File: config.mk
export PLATFORM = sky130hd
export DESIGN_NAME = mem_wb_stage_flat
export DESIGN_NICKNAME = d
export VERILOG_FILES = /design/src/rtl/mem_wb_stage_if.sv /design/src/rtl/mem_wb_stage.sv /design/src/flat_wrapper.sv
export SDC_FILE = /design/constraint.sdc
export NUM_CORES = 1
export LEC_CHECK = 0
export CAP_MARGIN = 30
export CORE_ASPECT_RATIO = 0.8
export CORE_MARGIN = 2
export CORE_UTILIZATION = 50
export CTS_CLUSTER_SIZE = 10
export DETAILED_ROUTE_END_ITERATION = 6
export GPL_TIMING_DRIVEN = 0
export PLACE_DENSITY = 0.89
export REMOVE_ABC_BUFFERS = 1
export SETUP_SLACK_MARGIN = 0.05
export SYNTH_ARGS = -nofsm -noshare
export SYNTH_HDL_FRONTEND = slang
export SYNTH_SLANG_ARGS = --single-unit
File: constraint.sdc
create_clock -name clk -period 4.5 [get_ports clk]
set_clock_uncertainty 0.2 [all_clocks]
set_input_delay 0.9 -clock clk [delete_from_list [all_inputs] [get_ports clk]]
set_output_delay 0.9 -clock clk [all_outputs]
set_load 0.005 [all_outputs]
File: src/rtl/mem_wb_stage_if.sv
// MEM/WB stage bus: MEM-side inputs plus hazard controls in, register-file
// write port, previous-write history and retire count out.
interface mem_wb_stage_if;
    logic        mem_valid;
    logic        stall;
    logic        flush;
    logic        RegWrite;
    logic [1:0]  MemtoReg;
    logic [4:0]  write_reg;
    logic [31:0] alu_result;
    logic [31:0] read_data;
    logic [31:0] pc_plus8;

    logic        reg_write_en;
    logic [4:0]  reg_write_addr;
    logic [31:0] reg_write_data;
    logic        hist_valid;
    logic [4:0]  hist_addr;
    logic [31:0] hist_data;
    logic [31:0] retired_count;

    modport master (
        output mem_valid, stall, flush, RegWrite, MemtoReg, write_reg,
               alu_result, read_data, pc_plus8,
        input  reg_write_en, reg_write_addr, reg_write_data,
               hist_valid, hist_addr, hist_data, retired_count
    );

    modport slave (
        input  mem_valid, stall, flush, RegWrite, MemtoReg, write_reg,
               alu_result, read_data, pc_plus8,
        output reg_write_en, reg_write_addr, reg_write_data,
               hist_valid, hist_addr, hist_data, retired_count
    );
endinterface

File: src/rtl/mem_wb_stage.sv
// MEM/WB pipeline register with writeback select, one-deep write history for
// ID-stage bypass, and a retired-instruction counter.
module mem_wb_stage (
    input  logic           clk,
    input  logic           rst,
    mem_wb_stage_if.slave  bus
);

    logic        valid_q,     valid_d;
    logic        regwrite_q,  regwrite_d;
    logic [1:0]  memtoreg_q,  memtoreg_d;
    logic [4:0]  write_reg_q, write_reg_d;
    logic [31:0] alu_q,       alu_d;
    logic [31:0] mem_q,       mem_d;
    logic [31:0] link_q,      link_d;

    logic        hist_valid_q;
    logic [4:0]  hist_addr_q;
    logic [31:0] hist_data_q;

    logic [31:0] retired_count_q, retired_count_d;

    logic        wr_en_s;
    logic [31:0] wr_data_s;
    logic        retire_s;

    // MEM/WB next state: flush beats stall, stall holds, otherwise load
    always_comb begin
        valid_d     = valid_q;
        regwrite_d  = regwrite_q;
        memtoreg_d  = memtoreg_q;
        write_reg_d = write_reg_q;
        alu_d       = alu_q;
        mem_d       = mem_q;
        link_d      = link_q;
        if (bus.flush) begin
            valid_d     = 1'b0;
            regwrite_d  = 1'b0;
            memtoreg_d  = 2'b00;
            write_reg_d = 5'd0;
            alu_d       = 32'd0;
            mem_d       = 32'd0;
            link_d      = 32'd0;
        end else if (!bus.stall) begin
            valid_d     = bus.mem_valid;
            regwrite_d  = bus.RegWrite & bus.mem_valid;
            memtoreg_d  = bus.MemtoReg;
            write_reg_d = bus.write_reg;
            alu_d       = bus.alu_result;
            mem_d       = bus.read_data;
            link_d      = bus.pc_plus8;
        end else begin
            valid_d     = valid_q;
        end
    end

    // Writeback value select; the reserved encoding falls back to the ALU
    always_comb begin
        wr_data_s = alu_q;
        case (memtoreg_q)
            2'b01:   wr_data_s = mem_q;
            2'b10:   wr_data_s = link_q;
            default: wr_data_s = alu_q;
        endcase
    end

    assign wr_en_s  = valid_q & regwrite_q & (write_reg_q != 5'd0);
    assign retire_s = valid_q & (~bus.stall | bus.flush);

    // Retire counter next state, wraps modulo 2^32
    always_comb begin
        if (retire_s) begin
            retired_count_d = retired_count_q + 32'd1;
        end else begin
            retired_count_d = retired_count_q;
        end
    end

    // MEM/WB register
    always_ff @(posedge clk) begin
        if (rst) begin
            valid_q     <= 1'b0;
            regwrite_q  <= 1'b0;
            memtoreg_q  <= 2'b00;
            write_reg_q <= 5'd0;
            alu_q       <= 32'd0;
            mem_q       <= 32'd0;
            link_q      <= 32'd0;
        end else begin
            valid_q     <= valid_d;
            regwrite_q  <= regwrite_d;
            memtoreg_q  <= memtoreg_d;
            write_reg_q <= write_reg_d;
            alu_q       <= alu_d;
            mem_q       <= mem_d;
            link_q      <= link_d;
        end
    end

    // History tracks every edge, even under stall/flush; a repeated write is harmless
    always_ff @(posedge clk) begin
        if (rst) begin
            hist_valid_q <= 1'b0;
            hist_addr_q  <= 5'd0;
            hist_data_q  <= 32'd0;
        end else begin
            hist_valid_q <= wr_en_s;
            hist_addr_q  <= write_reg_q;
            hist_data_q  <= wr_data_s;
        end
    end

    // Retire counter register; reset discards any simultaneous retire
    always_ff @(posedge clk) begin
        if (rst) begin
            retired_count_q <= 32'd0;
        end else begin
            retired_count_q <= retired_count_d;
        end
    end

    assign bus.reg_write_en   = wr_en_s;
    assign bus.reg_write_addr = write_reg_q;
    assign bus.reg_write_data = wr_data_s;
    assign bus.hist_valid     = hist_valid_q;
    assign bus.hist_addr      = hist_addr_q;
    assign bus.hist_data      = hist_data_q;
    assign bus.retired_count  = retired_count_q;

endmodule

File: src/flat_wrapper.sv
// flat-port wrapper written by rule: the top's interface ports become plain ports
module mem_wb_stage_flat 
  (clk, rst, bus_mem_valid, bus_stall, bus_flush, bus_RegWrite, bus_MemtoReg, bus_write_reg, bus_alu_result, bus_read_data, bus_pc_plus8, bus_reg_write_en, bus_reg_write_addr, bus_reg_write_data, bus_hist_valid, bus_hist_addr, bus_hist_data, bus_retired_count);
  mem_wb_stage_if bus_i ();
  input  logic clk;
  input  logic rst;
  input wire logic [$bits(bus_i.mem_valid)-1:0] bus_mem_valid;
  input wire logic [$bits(bus_i.stall)-1:0] bus_stall;
  input wire logic [$bits(bus_i.flush)-1:0] bus_flush;
  input wire logic [$bits(bus_i.RegWrite)-1:0] bus_RegWrite;
  input wire logic [$bits(bus_i.MemtoReg)-1:0] bus_MemtoReg;
  input wire logic [$bits(bus_i.write_reg)-1:0] bus_write_reg;
  input wire logic [$bits(bus_i.alu_result)-1:0] bus_alu_result;
  input wire logic [$bits(bus_i.read_data)-1:0] bus_read_data;
  input wire logic [$bits(bus_i.pc_plus8)-1:0] bus_pc_plus8;
  output wire logic [$bits(bus_i.reg_write_en)-1:0] bus_reg_write_en;
  output wire logic [$bits(bus_i.reg_write_addr)-1:0] bus_reg_write_addr;
  output wire logic [$bits(bus_i.reg_write_data)-1:0] bus_reg_write_data;
  output wire logic [$bits(bus_i.hist_valid)-1:0] bus_hist_valid;
  output wire logic [$bits(bus_i.hist_addr)-1:0] bus_hist_addr;
  output wire logic [$bits(bus_i.hist_data)-1:0] bus_hist_data;
  output wire logic [$bits(bus_i.retired_count)-1:0] bus_retired_count;
  assign bus_i.mem_valid = bus_mem_valid;
  assign bus_i.stall = bus_stall;
  assign bus_i.flush = bus_flush;
  assign bus_i.RegWrite = bus_RegWrite;
  assign bus_i.MemtoReg = bus_MemtoReg;
  assign bus_i.write_reg = bus_write_reg;
  assign bus_i.alu_result = bus_alu_result;
  assign bus_i.read_data = bus_read_data;
  assign bus_i.pc_plus8 = bus_pc_plus8;
  assign bus_reg_write_en = bus_i.reg_write_en;
  assign bus_reg_write_addr = bus_i.reg_write_addr;
  assign bus_reg_write_data = bus_i.reg_write_data;
  assign bus_hist_valid = bus_i.hist_valid;
  assign bus_hist_addr = bus_i.hist_addr;
  assign bus_hist_data = bus_i.hist_data;
  assign bus_retired_count = bus_i.retired_count;
  mem_wb_stage u_core (.clk(clk), .rst(rst), .bus(bus_i));
endmodule
# [Yosys cells after proc, flatten, opt, wreduce, memory -nomap -nowiden]
# Cells that the tools add are included.
[classes] add_sub_neg=1 eq_ne=2 n_reduce_logical=2 mux=1 n_bitwise=6
[op_table] cell="$pmux W32 S2" count=1
[op_table] cell="$add A32 B1 Y32 const B" count=1
[op_table] cell="$reduce_bool A5 Y1" count=1
[op_table] cell="$and A1 B1 Y1" count=4
[op_table] cell="$eq A2 B1 Y1 const B" count=1
[op_table] cell="$eq A2 B2 Y1 const B" count=1
[op_table] cell="$reduce_or A2 Y1" count=1
[op_table] cell="$not A1 Y1" count=1
[op_table] cell="$or A1 B1 Y1" count=1
[word_totals] regBits=175 word_cells=23 output_inout_bits=108

# [Logic depth before layout (Yosys ltp)]
# Gate-level depths: netlist of run 1.
[logic_depth] depth_word=3 ltp_mapped=8

# [Worst setup path after synthesis of run 1]
# OpenSTA, ideal clock, no wires.
[synth_path] path_kind="input-to-reg" from="input bus_stall" to="register u_core.retired_count_q[27] (netlist: u_core.bus.retired_count[27])" path_buffers=2 slack_ns=1.963 arrival_ns=2.266 required_ns=4.229 cell_stages=7 path_cell_list="buf_6 > nand2b_1 > buf_4 > nand3_4 > or4_4 > or3_1 > a21oi_1"
[synth_via] elab_chain_cells=3
[synth_lines] element="start: declaration" line_no="flat_wrapper.sv:8" rtl="input wire logic [$bits(bus_i.stall)-1:0] bus_stall;"
[synth_lines] element="$not A1 Y1" line_no="mem_wb_stage.sv:68" rtl="assign retire_s = valid_q & (~bus.stall | bus.flush);"
[synth_lines] element="$or A1 B1 Y1" line_no="mem_wb_stage.sv:68"
[synth_lines] element="$and A1 B1 Y1" line_no="mem_wb_stage.sv:68"
[synth_lines] element="end signal: assignment" line_no="mem_wb_stage.sv:118" rtl="retired_count_q <= retired_count_d;"
[synth_lines] element="end: declaration" line_no="mem_wb_stage.sv:21" rtl="logic [31:0] retired_count_q, retired_count_d;"
# Every way passes these cells.
# A chain may end at the register's enable or synchronous reset.

# [Worst setup path after layout of run 1]
[layout_path] from="register u_core.memtoreg_q[0]" to="output bus_reg_write_data[23]"
[layout_via] elab_chain_cells=2 elab_cells_between_ends=3
[layout_lines] element="start: declaration" line_no="mem_wb_stage.sv:11" rtl="logic [1:0] memtoreg_q, memtoreg_d;"
[layout_lines] element="start signal: assignment" line_no="mem_wb_stage.sv:92" rtl="memtoreg_q <= memtoreg_d;"
[layout_lines] element="$eq A2 B2 Y1 or $eq A2 B1 Y1 (tied branches)" line_no="mem_wb_stage.sv:60" rtl="case (memtoreg_q)"
[layout_lines] element="$pmux W32 S2 (*)" line_no="mem_wb_stage.sv:60"
[layout_lines] element="end: declaration" line_no="flat_wrapper.sv:18" rtl="output wire logic [$bits(bus_i.reg_write_data)-1:0] bus_reg_write_data;"
# Mark *: on every way between the ends. The rest lies on a longest branch, timed or not.

==> metrics.yaml, run 1 <==
run_status:
  status: "complete, no violations"
routing:
  wl_microns: 16860
  wl_per_cell_microns: 15.38
  drtPass1Iterations: 5
  via_per_inst: 5.189
  drc: 0
  drt_iter0_drc: 347
  vias: 5687
  postRouteAntennaNets: 0
worst_setup_path:
  cpMaxStageDelayCell: "ha_2"
  cp.required_ps: 3400
  path_class: "reg2out"
  worstReg2RegStart: "u_core.bus.retired_count[3]"
  cpLargestDelayFamily: "adder cells"
  endpoint_kind: "output port"
  path_buf_inv: 2
  reg2reg_depth: 5
  cp-endpoint: "bus_reg_write_data[23]"
  cp.depth: 5
  cp_cell_sequence: "inv_1, ha_2, a22oi_1, o21ai_0, clkdlybuf4s50_1"
  startpoint_type: "register"
  r2r_slack_ps: 2350
  cp_max_fo: 32
  regToRegEndpoint: "u_core.bus.retired_count[26]"
  critPathLaunch: "u_core.memtoreg_q[0]"
  cp_slowest_stage_delay_ps: 680
  cp.arrival_ps: 2590
place:
  gp_congestion: 0.8227
  port_buffers: 216
  dp_hpwl_microns: 11380
  pre_cts_ws_ps: 1193
cts:
  clock_sinks: 175
  clock_tree.buffer_depth: 2
  cts_tree: "done"
  path_clk_slew_ps: 70
  cts_max_level: 4
  cts_resized: 0
  cts_buffers: 17
  clock_latency_ps: 420
  root_buffer: "clkbuf_16"
  postCtsSetupRepairBufs: 0
  hold_buffers: 0
finish:
  diodes: 0
  final_cell_mix: "214 x clkdlybuf4s50_1, 175 x dfxtp_1, 131 x nor2_1, 103 x mux2i_1, 44 x nand2_1"
  nets: 1017
  layout_commonest_cell: "clkdlybuf4s50_1"
  area_delta_synth_final_pct: 42.00
  drive_gt1_share_pct: 4.694
yosys:
  ys_seq_area_share_pct: 51.40
  synth-warning-count: 0
  synth_edf_count: 0
  synth_cells: 715
  ys_async_sr_fraction_pct: 0
  avgSynthCellArea_sq_um: 9.532
  ys.flop_type: "dfxtp_1"
  synth_area_sq_um: 6815
  synth_seq_cells: 175
  synth_cell_types: 36
floorplanning:
  coreArea_sq_um: 13460
  boundaryPins: 217
  die_area_sq_um: 14590
  die_w_microns: 134.5
  fp-row-count: 38
  start_util_pct: 50.65
  die_y_microns: 108.4
power:
  peakVddDrop_v: 0.0002397
  p_leak_nw: 3.673
  power.share.clock_pct: 43.2
  power.switching_w: 0.0007552
  combPwrFrac_pct: 9.0
  intPower_w: 0.002597
  p_per_area_nw_per_um2: 346.4
  seqPwrFrac_pct: 47.9
  swShare_pct: 22.53
sta:
  slew-limit-headroom_pct: 46.65
  hold_viol: 0
  timing.setup.tns_ps: 0
  fmax_mhz: 271.2
  rsz0062_at_grt: "false"
  min_period_ps: 3688
  slew_violations: 0
  period_share_pct: 81.95
  setup_ws_ps: 812.4
  tightest_slew_ps: 800.2
  setup_viol: 0
global_route:
  grt_pass1_wl_microns: 26810
  grt_start_max_net_pins: 81
  antenna_found_initial: 0
  grt_pass1_vias: 5469
  grt_overflow_total: 0
  track_usage_pct: 23.08
hold_path:
  worst_hold_path_type: "reg2reg"
flow_run:
  drv_cap: 0
area by class of cell:
type	count	area [sq um]
Clock buffer	19	442.9
Clock inverter	11	131.4
Fill cell	1016	3777
Inverter	7	26.28
Multi-Input combinational cell	484	3095
Sequential cell	175	3503
Tap cell	180	225.2
Timing Repair Buffer	220	2253
synth_stat cells, types with 2 or more instances:
master    count  share of area, %
a21oi_1       8              0.59
a22oi_1      33               3.6
and2_1        2              0.18
and3_1        2              0.18
and4_1        6              0.77
buf_1        10              0.55
buf_2         2              0.15
clkbuf_1     35               1.9
dfxtp_1     175                51
ha_1          3              0.55
inv_1         7              0.39
mux2i_1     103                15
nand2_1      44               2.4
nand3_1      10              0.73
nand4_1       5              0.46
nor2_1      131               7.2
nor2b_1      40               3.7
nor3_1        3              0.22
nor4_1       13               1.2
nor4b_1       2              0.26
o21ai_0      38               2.8
or3_1         6              0.55
xnor2_1      22               2.8
xor2_1        3              0.39
routing by layer:
metal  up-vias  wire length [microns]  share of wire, %  GRT usage [%]
li1       2822                      -                 -              -
met1      2658                   7488                44          29.16
met2       177                   8051                48          38.30
met3        30                    967               5.7          6.095
met4         0                    348               2.1          8.346
met5         -                      0                 0              0
worst reg2reg max path: stages (launching register included):
cell and delay [ps]:
dfxtp_1 380, and3_1 270, nand4_1 420, nor4b_1 540
xnor2_1 190, nor2_1 50
cell families (layout without fill, tap and decap cells):
kind of cell    count (synthesis)  in the layout  share of synthesized area (%)
fa+ha+maj                       3              3                         0.5508
compound gates                 80             80                          7.160
mux                           103            103                          15.13
flops                         175            175                          51.40
simple gates                  273            273                          19.26
buf+inv                        56            257                          3.286
xor+xnor                       25             25                          3.213
how the worst min path moves through the flow:
| stage | startpoint | endpoint | cells past startpoint |
|---|---|---|---|
| after floorplan | u_core.alu_q[0] | u_core.alu_q[0] | 2 |
| after global placement | u_core.mem_q[30] | u_core.mem_q[30] | 2 |
| after detailed placement | u_core.mem_q[6] | u_core.mem_q[6] | 2 |
| after CTS | u_core.bus.retired_count[27] | u_core.bus.retired_count[27] | 2 |
| after global routing | u_core.mem_q[12] | u_core.mem_q[12] | 2 |
| final | u_core.mem_q[5] | u_core.mem_q[5] | 2 |
state kept, by name, summed over array words and instances, names as in the netlist:
name / cells
u_core.mem_q: 32
u_core.bus.hist_data: 32
u_core.bus.reg_write_addr: 5
u_core.bus.hist_valid: 1
u_core.bus.hist_addr: 5
u_core.alu_q: 32
u_core.memtoreg_q: 2
u_core.valid_q: 1
u_core.regwrite_q: 1
u_core.bus.retired_count: 32
u_core.link_q: 32
stage by stage:
| step | utilization, % | instance area, sq um | total power (W) | hold WS (ps) | instances |
|---|---|---|---|---|---|
| 6_report | 71.93 | 9678 | 0.003353 | 292.1 | 1096 |
| 5_1_grt | 71.93 | 9678 | 0.003483 | 319.4 | 1096 |
| 4_1_cts | 71.93 | 9678 | 0.003382 | 299.7 | 1096 |
| 3_5_place_dp | 67.66 | 9104 | 0.001941 | 283.5 | 1066 |
| 3_3_place_gp | 66.92 | 9005 | 0.001956 | 274.6 | 1062 |
| 2_1_floorplan | - | 6618 | 0.001741 | 263.3 | 666 |
power by group through the flow:
stage               clock, W  combinational [W]  sequential [W]
finish               0.00145           0.000300         0.00161
global route         0.00155           0.000325         0.00161
CTS                  0.00147           0.000303         0.00161
detailed placement         0           0.000301         0.00164
global placement           0           0.000317         0.00164
floorplan                  0           0.000104         0.00164
Note: power is estimated with default switching activity, not from simulation.
==> run 2, diff against run 1 <==
--- a/config.mk
+++ b/config.mk
@@ -8,11 +8,11 @@
 export CAP_MARGIN = 30
 export CORE_ASPECT_RATIO = 0.8
 export CORE_MARGIN = 2
-export CORE_UTILIZATION = 50
+export CORE_UTILIZATION = 46
 export CTS_CLUSTER_SIZE = 10
 export DETAILED_ROUTE_END_ITERATION = 6
 export GPL_TIMING_DRIVEN = 0
-export PLACE_DENSITY = 0.89
+export PLACE_DENSITY = 0.84
 export REMOVE_ABC_BUFFERS = 1
 export SETUP_SLACK_MARGIN = 0.05
 export SYNTH_ARGS = -nofsm -noshare
==> constraint.sdc (replaced) <==
create_clock -name clk -period 3.8 [get_ports clk]
set_clock_uncertainty 0.2 [all_clocks]
set_input_delay 0.76 -clock clk [delete_from_list [all_inputs] [get_ports clk]]
set_output_delay 0.76 -clock clk [all_outputs]
set_load 0.005 [all_outputs]
==> run 2 against run 1 <==
Compared with the run above:
- the run now ends with design-rule violations left
- clock-buffer cell count grew 3
- design area is 0.53% higher
- core utilization shrank 4.3 points
- combinational power grew 20%
- via count is 0.81% lower
- setup slack worse by 600 ps
- total power up 21%
- sequential power rose by 18%
- non-clock buffer count is the same
- die area rose by 8.4%
- routed wire length increased by 1.5%
==> metrics.yaml, run 2 (synthesized netlist as in run 1, its figures left out) <==
routing:
  drtPass1Iterations: 7
  vias: 5641
  wl_per_cell_microns: 15.52
  postRouteAntennaNets: 0
  drt_iter0_drc: 294
  via_per_inst: 5.119
  drc: 13
  wl_microns: 17100
cts:
  clock_tree.buffer_depth: 2
  path_clk_slew_ps: 60
  root_buffer: "clkbuf_16"
  hold_buffers: 0
  cts_max_level: 4
  clock_latency_ps: 410
  clock_sinks: 175
  cts_tree: "done"
  cts_buffers: 17
floorplanning:
  coreArea_sq_um: 14400
  boundaryPins: 217
  start_util_pct: 47.34
  die_area_sq_um: 15810
  die_w_microns: 140.1
  die_y_microns: 112.9
  fp-row-count: 39
sta:
  tightest_slew_ps: 819.6
  setup_viol: 0
  period_share_pct: 94.39
  slew-limit-headroom_pct: 45.36
  fmax_mhz: 278.8
  slew_violations: 0
  fin_hold_ws_ps: 295.6
  hold_viol: 0
  rsz0062_at_grt: "false"
  min_period_ps: 3587
  timing.setup.tns_ps: 0
worst_setup_path:
  cp.arrival_ps: 2630
  path_class: "reg2out"
  cp.required_ps: 2840
  endpoint_kind: "output port"
  startpoint_type: "register"
  cp_max_fo: 32
finish:
  drive_gt1_share_pct: 4.689
  final_core_util_pct: 67.59
  nets: 1017
  layout_commonest_cell: "clkdlybuf4s50_1"
  n_fill_cell: 1137
  final_cells: 1102
  final_cell_mix: "214 x clkdlybuf4s50_1, 175 x dfxtp_1, 131 x nor2_1, 103 x mux2i_1, 44 x nand2_1"
  multi_input_area_sq_um: 3105
  area_delta_synth_final_pct: 42.76
  regArea_sq_um: 3503
place:
  port_buffers: 216
  dp_cells: 1070
  dp_hpwl_microns: 11360
  gp_congestion: 0.8359
power:
  p_leak_nw: 3.699
  p_total_w: 0.004042
  peakVddDrop_v: 0.0003649
  p_per_area_nw_per_um2: 415.4
global_route:
  track_usage_pct: 21.59
  grt_overflow_total: 0
  grt_pass1_vias: 5485
  grt_pass1_wl_microns: 27600
  grt_start_max_net_pins: 67
  antenna_found_initial: 1
run_status:
  status: "complete, but fails checks"
  violations: "design-rule violations"
hold_path:
  worst_hold_path_type: "reg2reg"
flow_run:
  drv_cap: 0
run 2: cell types whose count changed in the layout (fill, tap and decap cells not counted), sizes merged:
cell / delta
clkinv: +3
clkbuf: +3
diode: +1
inv: -4
clkinvlp: -2
bufinv: +1
run 2: cell type report:
class / count / area share (%)
clock inverters: 9 / 1.376
well taps: 184 / 2.366
repair buffers: 220 / 23.16
diodes: 1 / 0.02572
multi-input cells: 484 / 31.92
flip-flops and latches: 175 / 36.01
clock buffers: 22 / 4.874
inverters: 7 / 0.2701
run 2: path summary, 6_finish.rpt:
check	startpoint	to	slack, ps	cells after the start
min reg2reg	u_core.alu_q[27]	u_core.alu_q[27]	300	2
max reg2reg	u_core.bus.retired_count[3]	u_core.bus.retired_count[26]	1590	5
min	u_core.alu_q[27]	u_core.alu_q[27]	300	2
max	u_core.memtoreg_q[1]	bus_reg_write_data[23]	210	5
run 2: power breakdown:
group | internal [W] | switching [W] | leakage, nW | total [W]
combinational | 0.000211 | 0.000147 | 1.98 | 0.000359
clock | 0.00109 | 0.000695 | 0.296 | 0.00178
sequential | 0.00188 | 0.0000231 | 1.42 | 0.00190
run 2: timing repair:
| action | 4_1_cts | 5_1_grt |
|---|---|---|
| setup endpoints to repair | 0 | 1 |
| resized for setup | 0 | 1 |
| setup buffers | 0 | 0 |
run 2: through the flow:
stage               worst slack [ps]  area (sq um)
floorplan                       1122          6618
global placement               -4515          9010
detailed placement             646.7          9109
CTS                            142.8          9717
global route                   57.76          9729
finish                         213.1          9729
run 2: worst max-delay path: stages, from the launching register on:
cell and delay [ps]:
dfxtp_1 350, inv_1 70, ha_2 720, a22oi_1 170
o21ai_0 340, clkdlybuf4s50_1 570
run 2: routing by layer:
metal  part of all wire (%)  track usage [%]  routed length, microns
met1                     44            27.45                    7512
met2                     47            35.50                    8053
met3                    7.1            6.221                    1216
met4                    1.9            7.340                     321
met5                      0                0                       0
